**src/rtl/mem_arb_pkg.sv**
```systemverilog
// Shared types and helpers for the I$/D$ main-memory arbiter.
// Holds the FSM state encoding, grant identifiers and block alignment.
package mem_arb_pkg;

    typedef enum logic [2:0] {
        IDLE   = 3'd0,
        I_FILL = 3'd1,
        D_WB   = 3'd2,
        D_FILL = 3'd3,
        RESP_I = 3'd4,
        RESP_D = 3'd5
    } arb_state_e;

    localparam logic GNT_I = 1'b0;
    localparam logic GNT_D = 1'b1;

    localparam int MAX_ADDR = 64;

    // Clears the block-offset bits; callers narrow the result to their width.
    function automatic logic [MAX_ADDR-1:0] align_block(input logic [MAX_ADDR-1:0] addr,
                                                        input int ofst);
        logic [MAX_ADDR-1:0] mask;
        mask = {MAX_ADDR{1'b1}} << ofst;
        return addr & mask;
    endfunction

endpackage

```
**src/rtl/mem_arbiter_if.sv**
```systemverilog
// Bundle of the cache request/response signals and the memory block port.
// The slave modport is the arbiter's view; master is the surrounding system.
interface mem_arbiter_if #(
    parameter int ADDR = 32,
    parameter int BLCK = 256
);
    import mem_arb_pkg::*;

    logic            i_req;
    logic [ADDR-1:0] i_addr;
    logic            i_done;
    logic [BLCK-1:0] i_block;

    logic            d_req;
    logic [ADDR-1:0] d_addr;
    logic            d_wb;
    logic [ADDR-1:0] d_wb_addr;
    logic [BLCK-1:0] d_wb_block;
    logic            d_done;
    logic [BLCK-1:0] d_block;

    logic            mem_req;
    logic            mem_we;
    logic [ADDR-1:0] mem_addr;
    logic [BLCK-1:0] mem_wdata;
    logic            mem_ack;
    logic [BLCK-1:0] mem_rdata;

    logic            err;

    modport slave (
        input  i_req, i_addr, d_req, d_addr, d_wb, d_wb_addr, d_wb_block,
               mem_ack, mem_rdata,
        output i_done, i_block, d_done, d_block,
               mem_req, mem_we, mem_addr, mem_wdata, err
    );

    modport master (
        output i_req, i_addr, d_req, d_addr, d_wb, d_wb_addr, d_wb_block,
               mem_ack, mem_rdata,
        input  i_done, i_block, d_done, d_block,
               mem_req, mem_we, mem_addr, mem_wdata, err
    );

endinterface

```
**src/rtl/mem_arb_watchdog.sv**
```systemverilog
// Counts cycles a memory request waits for its acknowledge and flags a timeout.
// err is sticky until RESET.
module mem_arb_watchdog
    import mem_arb_pkg::*;
#(
    parameter int TMO = 64
) (
    input  logic CLK,
    input  logic RESET,
    input  logic active,
    input  logic ack,
    output logic expire,
    output logic err
);

    localparam int CW = (TMO > 2) ? $clog2(TMO) : 1;
    localparam logic [CW-1:0] LIMIT = CW'(TMO - 1);

    logic [CW-1:0] count;

    assign expire = active && !ack && (count == LIMIT);

    // The count restarts whenever the request is absent, answered or abandoned.
    always_ff @(posedge CLK) begin
        if (RESET) begin
            count <= '0;
            err   <= 1'b0;
        end else begin
            if (!active || ack || expire) begin
                count <= '0;
            end else begin
                count <= count + 1'b1;
            end
            if (expire) begin
                err <= 1'b1;
            end
        end
    end

endmodule

```
**src/rtl/mem_arbiter.sv**
```systemverilog
// Round-robin arbiter sharing one main-memory block port between I$ and D$,
// with writeback-before-fill sequencing for the D$ and a request watchdog.
module mem_arbiter
    import mem_arb_pkg::*;
#(
    parameter int ADDR = 32,
    parameter int BLCK = 256,
    parameter int OFST = 5,
    parameter int TMO  = 64
) (
    input  logic CLK,
    input  logic RESET,
    mem_arbiter_if.slave bus
);

    arb_state_e      state, state_n;
    logic            last_gnt, last_gnt_n;
    logic            mem_req_q, mem_req_n;
    logic            mem_we_q, mem_we_n;
    logic [ADDR-1:0] mem_addr_q, mem_addr_n;
    logic [BLCK-1:0] mem_wdata_q, mem_wdata_n;
    logic [ADDR-1:0] fill_addr_q, fill_addr_n;
    logic [BLCK-1:0] i_block_q, i_block_n;
    logic [BLCK-1:0] d_block_q, d_block_n;
    logic            ack;
    logic            expire;
    logic            wd_err;

    function automatic logic [ADDR-1:0] aligned(input logic [ADDR-1:0] a);
        return ADDR'(align_block(MAX_ADDR'(a), OFST));
    endfunction

    // An acknowledge only counts while a request is actually on the port.
    assign ack = mem_req_q && bus.mem_ack;

    mem_arb_watchdog #(.TMO(TMO)) u_watchdog (
        .CLK    (CLK),
        .RESET  (RESET),
        .active (mem_req_q),
        .ack    (ack),
        .expire (expire),
        .err    (wd_err)
    );

    always_ff @(posedge CLK) begin
        if (RESET) begin
            state       <= IDLE;
            last_gnt    <= GNT_D;
            mem_req_q   <= 1'b0;
            mem_we_q    <= 1'b0;
            mem_addr_q  <= '0;
            mem_wdata_q <= '0;
            fill_addr_q <= '0;
            i_block_q   <= '0;
            d_block_q   <= '0;
        end else begin
            state       <= state_n;
            last_gnt    <= last_gnt_n;
            mem_req_q   <= mem_req_n;
            mem_we_q    <= mem_we_n;
            mem_addr_q  <= mem_addr_n;
            mem_wdata_q <= mem_wdata_n;
            fill_addr_q <= fill_addr_n;
            i_block_q   <= i_block_n;
            d_block_q   <= d_block_n;
        end
    end

    // Port addresses and write data are loaded at grant; mem_req follows a cycle later,
    // which also yields the one-cycle gap between a writeback and its fill.
    always_comb begin
        state_n     = state;
        last_gnt_n  = last_gnt;
        mem_req_n   = mem_req_q;
        mem_we_n    = mem_we_q;
        mem_addr_n  = mem_addr_q;
        mem_wdata_n = mem_wdata_q;
        fill_addr_n = fill_addr_q;
        i_block_n   = i_block_q;
        d_block_n   = d_block_q;

        case (state)
            IDLE: begin
                mem_req_n = 1'b0;
                if (bus.i_req && (!bus.d_req || last_gnt == GNT_D)) begin
                    state_n    = I_FILL;
                    last_gnt_n = GNT_I;
                    mem_we_n   = 1'b0;
                    mem_addr_n = aligned(bus.i_addr);
                end else if (bus.d_req) begin
                    last_gnt_n  = GNT_D;
                    fill_addr_n = aligned(bus.d_addr);
                    if (bus.d_wb) begin
                        state_n     = D_WB;
                        mem_we_n    = 1'b1;
                        mem_addr_n  = aligned(bus.d_wb_addr);
                        mem_wdata_n = bus.d_wb_block;
                    end else begin
                        state_n    = D_FILL;
                        mem_we_n   = 1'b0;
                        mem_addr_n = aligned(bus.d_addr);
                    end
                end
            end
            I_FILL, D_WB, D_FILL: begin
                if (expire) begin
                    state_n   = IDLE;
                    mem_req_n = 1'b0;
                    mem_we_n  = 1'b0;
                end else if (ack) begin
                    mem_req_n = 1'b0;
                    if (state == I_FILL) begin
                        i_block_n = bus.mem_rdata;
                        state_n   = RESP_I;
                    end else if (state == D_WB) begin
                        state_n    = D_FILL;
                        mem_we_n   = 1'b0;
                        mem_addr_n = fill_addr_q;
                    end else begin
                        d_block_n = bus.mem_rdata;
                        state_n   = RESP_D;
                    end
                end else begin
                    mem_req_n = 1'b1;
                end
            end
            RESP_I, RESP_D: begin
                state_n   = IDLE;
                mem_req_n = 1'b0;
            end
            default: begin
                state_n   = IDLE;
                mem_req_n = 1'b0;
            end
        endcase
    end

    assign bus.i_done    = (state == RESP_I);
    assign bus.d_done    = (state == RESP_D);
    assign bus.i_block   = i_block_q;
    assign bus.d_block   = d_block_q;
    assign bus.mem_req   = mem_req_q;
    assign bus.mem_we    = mem_we_q;
    assign bus.mem_addr  = mem_addr_q;
    assign bus.mem_wdata = mem_wdata_q;
    assign bus.err       = wd_err;

endmodule
```
**src/flat_wrapper.sv**
```systemverilog
// flat-port wrapper written by rule: the top's interface ports become plain ports
module mem_arbiter_flat import mem_arb_pkg::*;
#(
    parameter int ADDR = 32,
    parameter int BLCK = 256,
    parameter int OFST = 5,
    parameter int TMO  = 64
)
  (CLK, RESET, bus_i_req, bus_i_addr, bus_d_req, bus_d_addr, bus_d_wb, bus_d_wb_addr, bus_d_wb_block, bus_mem_ack, bus_mem_rdata, bus_i_done, bus_i_block, bus_d_done, bus_d_block, bus_mem_req, bus_mem_we, bus_mem_addr, bus_mem_wdata, bus_err);
  mem_arbiter_if #(.ADDR(ADDR), .BLCK(BLCK)) bus_i ();
  input  logic CLK;
  input  logic RESET;
  input wire logic [$bits(bus_i.i_req)-1:0] bus_i_req;
  input wire logic [$bits(bus_i.i_addr)-1:0] bus_i_addr;
  input wire logic [$bits(bus_i.d_req)-1:0] bus_d_req;
  input wire logic [$bits(bus_i.d_addr)-1:0] bus_d_addr;
  input wire logic [$bits(bus_i.d_wb)-1:0] bus_d_wb;
  input wire logic [$bits(bus_i.d_wb_addr)-1:0] bus_d_wb_addr;
  input wire logic [$bits(bus_i.d_wb_block)-1:0] bus_d_wb_block;
  input wire logic [$bits(bus_i.mem_ack)-1:0] bus_mem_ack;
  input wire logic [$bits(bus_i.mem_rdata)-1:0] bus_mem_rdata;
  output wire logic [$bits(bus_i.i_done)-1:0] bus_i_done;
  output wire logic [$bits(bus_i.i_block)-1:0] bus_i_block;
  output wire logic [$bits(bus_i.d_done)-1:0] bus_d_done;
  output wire logic [$bits(bus_i.d_block)-1:0] bus_d_block;
  output wire logic [$bits(bus_i.mem_req)-1:0] bus_mem_req;
  output wire logic [$bits(bus_i.mem_we)-1:0] bus_mem_we;
  output wire logic [$bits(bus_i.mem_addr)-1:0] bus_mem_addr;
  output wire logic [$bits(bus_i.mem_wdata)-1:0] bus_mem_wdata;
  output wire logic [$bits(bus_i.err)-1:0] bus_err;
  assign bus_i.i_req = bus_i_req;
  assign bus_i.i_addr = bus_i_addr;
  assign bus_i.d_req = bus_d_req;
  assign bus_i.d_addr = bus_d_addr;
  assign bus_i.d_wb = bus_d_wb;
  assign bus_i.d_wb_addr = bus_d_wb_addr;
  assign bus_i.d_wb_block = bus_d_wb_block;
  assign bus_i.mem_ack = bus_mem_ack;
  assign bus_i.mem_rdata = bus_mem_rdata;
  assign bus_i_done = bus_i.i_done;
  assign bus_i_block = bus_i.i_block;
  assign bus_d_done = bus_i.d_done;
  assign bus_d_block = bus_i.d_block;
  assign bus_mem_req = bus_i.mem_req;
  assign bus_mem_we = bus_i.mem_we;
  assign bus_mem_addr = bus_i.mem_addr;
  assign bus_mem_wdata = bus_i.mem_wdata;
  assign bus_err = bus_i.err;
  mem_arbiter #(.ADDR(ADDR), .BLCK(BLCK), .OFST(OFST), .TMO(TMO)) u_core (.CLK(CLK), .RESET(RESET), .bus(bus_i));
endmodule
```
**config.mk**
```make
export PLATFORM = sky130hd
export DESIGN_NAME = mem_arbiter_flat
export DESIGN_NICKNAME = d
export VERILOG_FILES = /design/src/rtl/mem_arb_pkg.sv /design/src/rtl/mem_arbiter_if.sv /design/src/rtl/mem_arb_watchdog.sv /design/src/rtl/mem_arbiter.sv /design/src/flat_wrapper.sv
export SDC_FILE = /design/constraint.sdc
export NUM_CORES = 2
export LEC_CHECK = 0
export ABC_AREA = 1
export BUFFER_PORTS_ARGS = -buffer_cell sky130_fd_sc_hd__buf_2
export CAP_MARGIN = 10
export CORE_AREA = 3 3 546 548
export CTS_CLUSTER_DIAMETER = 120
export DETAILED_ROUTE_END_ITERATION = 8
export DIE_AREA = 0 0 549 551
export MAX_ROUTING_LAYER = met4
export PLACE_DENSITY_LB_ADDON = 0.08
export REMOVE_ABC_BUFFERS = 1
export SYNTH_ARGS = -nofsm -noshare
export SYNTH_HDL_FRONTEND = slang
export SYNTH_HIERARCHICAL = 1
export SYNTH_SLANG_ARGS = --single-unit
```
**constraint.sdc**
```tcl
create_clock -name CLK -period 2.9 [get_ports CLK]
set_clock_uncertainty 0.05 [all_clocks]
set_input_delay 0.87 -clock CLK [delete_from_list [all_inputs] [get_ports CLK]]
set_output_delay 0.87 -clock CLK [all_outputs]
set_load 0.005 [all_outputs]
```
==> impl_metrics.tcl <==
set metrics [dict create \
    outcome "complete, no violations" \
    grt_pass1_vias 33670 \
    ys_seq_elements 835 \
    cp-start-kind "flop" \
    grt_pass1_wl_um 276300 \
    synth-main-ff-cell "dfxtp_1" \
    cts_sinks 835 \
    cts.reportedPaths.clkPinSlew_ns 0.06 \
    finalHoldViolations 0 \
    syn_inst 4372 \
    finalSetupTns_ns 0 \
    r2r_cells 13 \
    area_delta_synth_final_pct 53.03 \
    slew_violations 0 \
    postCtsSetupBuffers 0 \
    critPathLaunch "u_core/state[2]$_SDFFE_PP0P_" \
    finalSetupViolCount 0 \
    grt_start_max_net_pins 79 \
    cts_tree "done" \
    root_buffer "clkbuf_16" \
    die_area_mm2 0.3025 \
    stdcell_count 9840 \
    power_switching_share 0.3056 \
    reg2reg_to "u_core/bus.d_block[114]$_SDFFE_PP0P_" \
    end_kind "primary output" \
    dp_hpwl_um 159900 \
    start_util 0.1070 \
    yosysWarnings 6 \
    track_usage 0.1322 \
    slowest_delay_ns 0.47 \
    postCtsResizedCells 0 \
    dp_cells 9572 \
    insertion_delay_ns 0.80 \
    p_sw_mw 10.65 \
    grt_overflow 0 \
    clock.fmax_mhz 381.7 \
    synth_commonest_cells "1,581 x nor2_1, 835 x dfxtp_1, 652 x nand2_1" \
    drt_iter0_markers 1626 \
    final_area_mm2 0.04805 \
    ant_nets 0 \
    pre_cts_ws_ns -0.2487 \
    yosysMostFrequentCell "nor2_1" \
    multiInputGateArea_mm2 0.01204 \
    yosysUniqueCellTypes 28 \
    vias_per_cell 3.376 \
    ys_seq_area_frac 0.5324 \
    rsz0062_at_grt "no" \
    async_reset_ff_frac 0 \
    leakage_nw 24.19 \
    synth_area_per_cell_um2 7.182 \
    cp_cell_sequence "inv_1, nor2_1, buf_2" \
    design.core.area_mm2 0.2936 \
    cts_htree_levels 3 \
    crit_arrival_ns 1.70 \
    cap_violations 0 \
    criticalPathCategory "flop to primary output" \
    hold_path.class "input pin to flop" \
    gp_congestion 0.7974 \
    cts_hold_buffers 0 \
    intPower_mw 24.20 \
    clk_path_buf_depth 4 \
    nFillCells 34020 \
    drive_gt1_frac 0.3037 \
    port_buffers 1398 \
    yosysTopAreaCellShare 0.5324 \
    synth-edff-count 0 \
    yosys-top-cells-area "dfxtp_1 53%, nor2_1 19%, o21ai_0 8.7%" \
    pwr-share-comb 0.184 \
    cts_buffers 120 \
    slew_headroom 0.4621 \
    final-seq-area_mm2 0.01672 \
    syn_area_mm2 0.03140 \
    worstPathMaxFanout 5 \
    finalWirelength_um 204500 \
    route.detailed.drc 0 \
    r2r_start "u_core/u_watchdog/count[0]$_SDFF_PP0_" \
    final_nets 6390 \
    critical-path-slowest-cell "dfxtp_1" \
    p_per_area_mw_per_mm2 725.3 \
    die_h_um 551 \
    fin_crit_sh 0.9033 \
    wl_per_cell_um 20.78 \
    die_x_um 549 \
    setup_ws_ns 0.2803 \
    peakVddDrop_uv 466.6 \
    fin_crit_ns 2.620 \
    tightest_slew_ns 0.8069 \
    critical_path_required_ns 1.98 \
    placed_area_mm2 0.04387 \
    holdPathStages 3 \
    firstDrtPassIters 5 \
    vias 33220 \
    rrSetupSlack_ns 0.45 \
    power.share.sequential 0.376 \
    rows 199 \
    yosysTopAreaCell "dfxtp_1" \
    clkPwrFrac 0.440 \
    worstSetupEndpoint "bus_d_done" \
    pin_count 1419 \
    antenna_found_initial 142 \
]
## cell usage in the layout, fill, tap and decap left out, drive strengths merged, types with 52 or more instances in the layout
cell,instances
o21ai,557
inv,312
diode,54
buf,1567
dfxtp,835
clkbuf,187
nor2,1589
nand2,657
nand3,52
a21oi,62
## cells by family after synthesis
family,after synthesis,share of synthesized area
AO/OA/AOI/OAI,633,0.1021
adder cells (fa/ha/maj),1,0.0003984
buffers and inverters,600,0.08456
flip-flops,835,0.5324
other,1,0.0001194
AND/OR/NAND/NOR,2302,0.2804
## power by group through the flow
stage               Clock [mW]  Sequential (mW)  Combinational [mW]
floorplan                    0             13.4                2.84
global placement             0             13.4                6.73
detailed placement           0             13.4                6.70
CTS                       16.1             13.1                6.73
global route              16.5             13.3                7.21
finish                    15.3             13.1                6.40
## worst min-delay path by stage
stage	start	slack, ns	to
6_report	bus_mem_rdata[182]	0.23	u_core/bus.d_block[182]$_SDFFE_PP0P_
5_1_grt	bus_mem_rdata[62]	0.15	u_core/bus.d_block[62]$_SDFFE_PP0P_
4_1_cts	bus_mem_rdata[22]	0.11	u_core/bus.i_block[22]$_SDFFE_PP0P_
3_5_place_dp	u_core/fill_addr_q[5]$_SDFFE_PP0P_	0.39	u_core/fill_addr_q[5]$_SDFFE_PP0P_
3_3_place_gp	u_core/fill_addr_q[17]$_SDFFE_PP0P_	0.39	u_core/fill_addr_q[17]$_SDFFE_PP0P_
2_1_floorplan	u_core/last_gnt$_SDFFE_PP1P_	0.38	u_core/last_gnt$_SDFFE_PP1P_
## layer usage
| metal | vias to the layer above | global-route usage | share of wire | wire length [um] |
|---|---|---|---|---|
| li1 | 16310 | - | - | - |
| met5 | - | - | 0 | 0 |
| met4 | 0 | 0.02411 | 0.020 | 4055 |
| met3 | 290 | 0.06728 | 0.11 | 22780 |
| met2 | 1287 | 0.2298 | 0.49 | 100500 |
| met1 | 15340 | 0.1337 | 0.38 | 77160 |
## sequential cells by signal, indices dropped and copies added, names as in the netlist, 3 cells and up
register                 cells
u_core/bus.d_block         256
u_core/bus.i_block         256
u_core/bus.mem_addr         27
u_core/bus.mem_wdata       256
u_core/fill_addr_q          27
u_core/state                 3
u_core/u_watchdog/count      6
## per-stage QoR
| step | hold slack (ns) | utilization | total power, mW |
|---|---|---|---|
| floorplan | 0.3789 | - | 16.24 |
| global placement | 0.3871 | 0.1494 | 20.08 |
| detailed placement | 0.3946 | 0.1494 | 20.07 |
| CTS | 0.1083 | 0.1632 | 36.00 |
| global route | 0.1544 | 0.1636 | 36.97 |
| finish | 0.2336 | 0.1637 | 34.85 |
## critical path: cells and delay by family (launching register included)
kind / cells / cell delay, ns
simple gates: 1 / 0.13
buf+inv: 2 / 0.31
flops: 1 / 0.47
## cell type report
cell class / instances / share of cell area
inverter: 310 / 0.02469
sequential: 835 / 0.3479
clock buffer: 187 / 0.07671
clock inverter: 27 / 0.007526
multi-input combinational: 2941 / 0.2507
timing repair buffer: 1567 / 0.1876
antenna: 54 / 0.002812
tap: 3919 / 0.1021
Power figures use the tool's default switching activity.
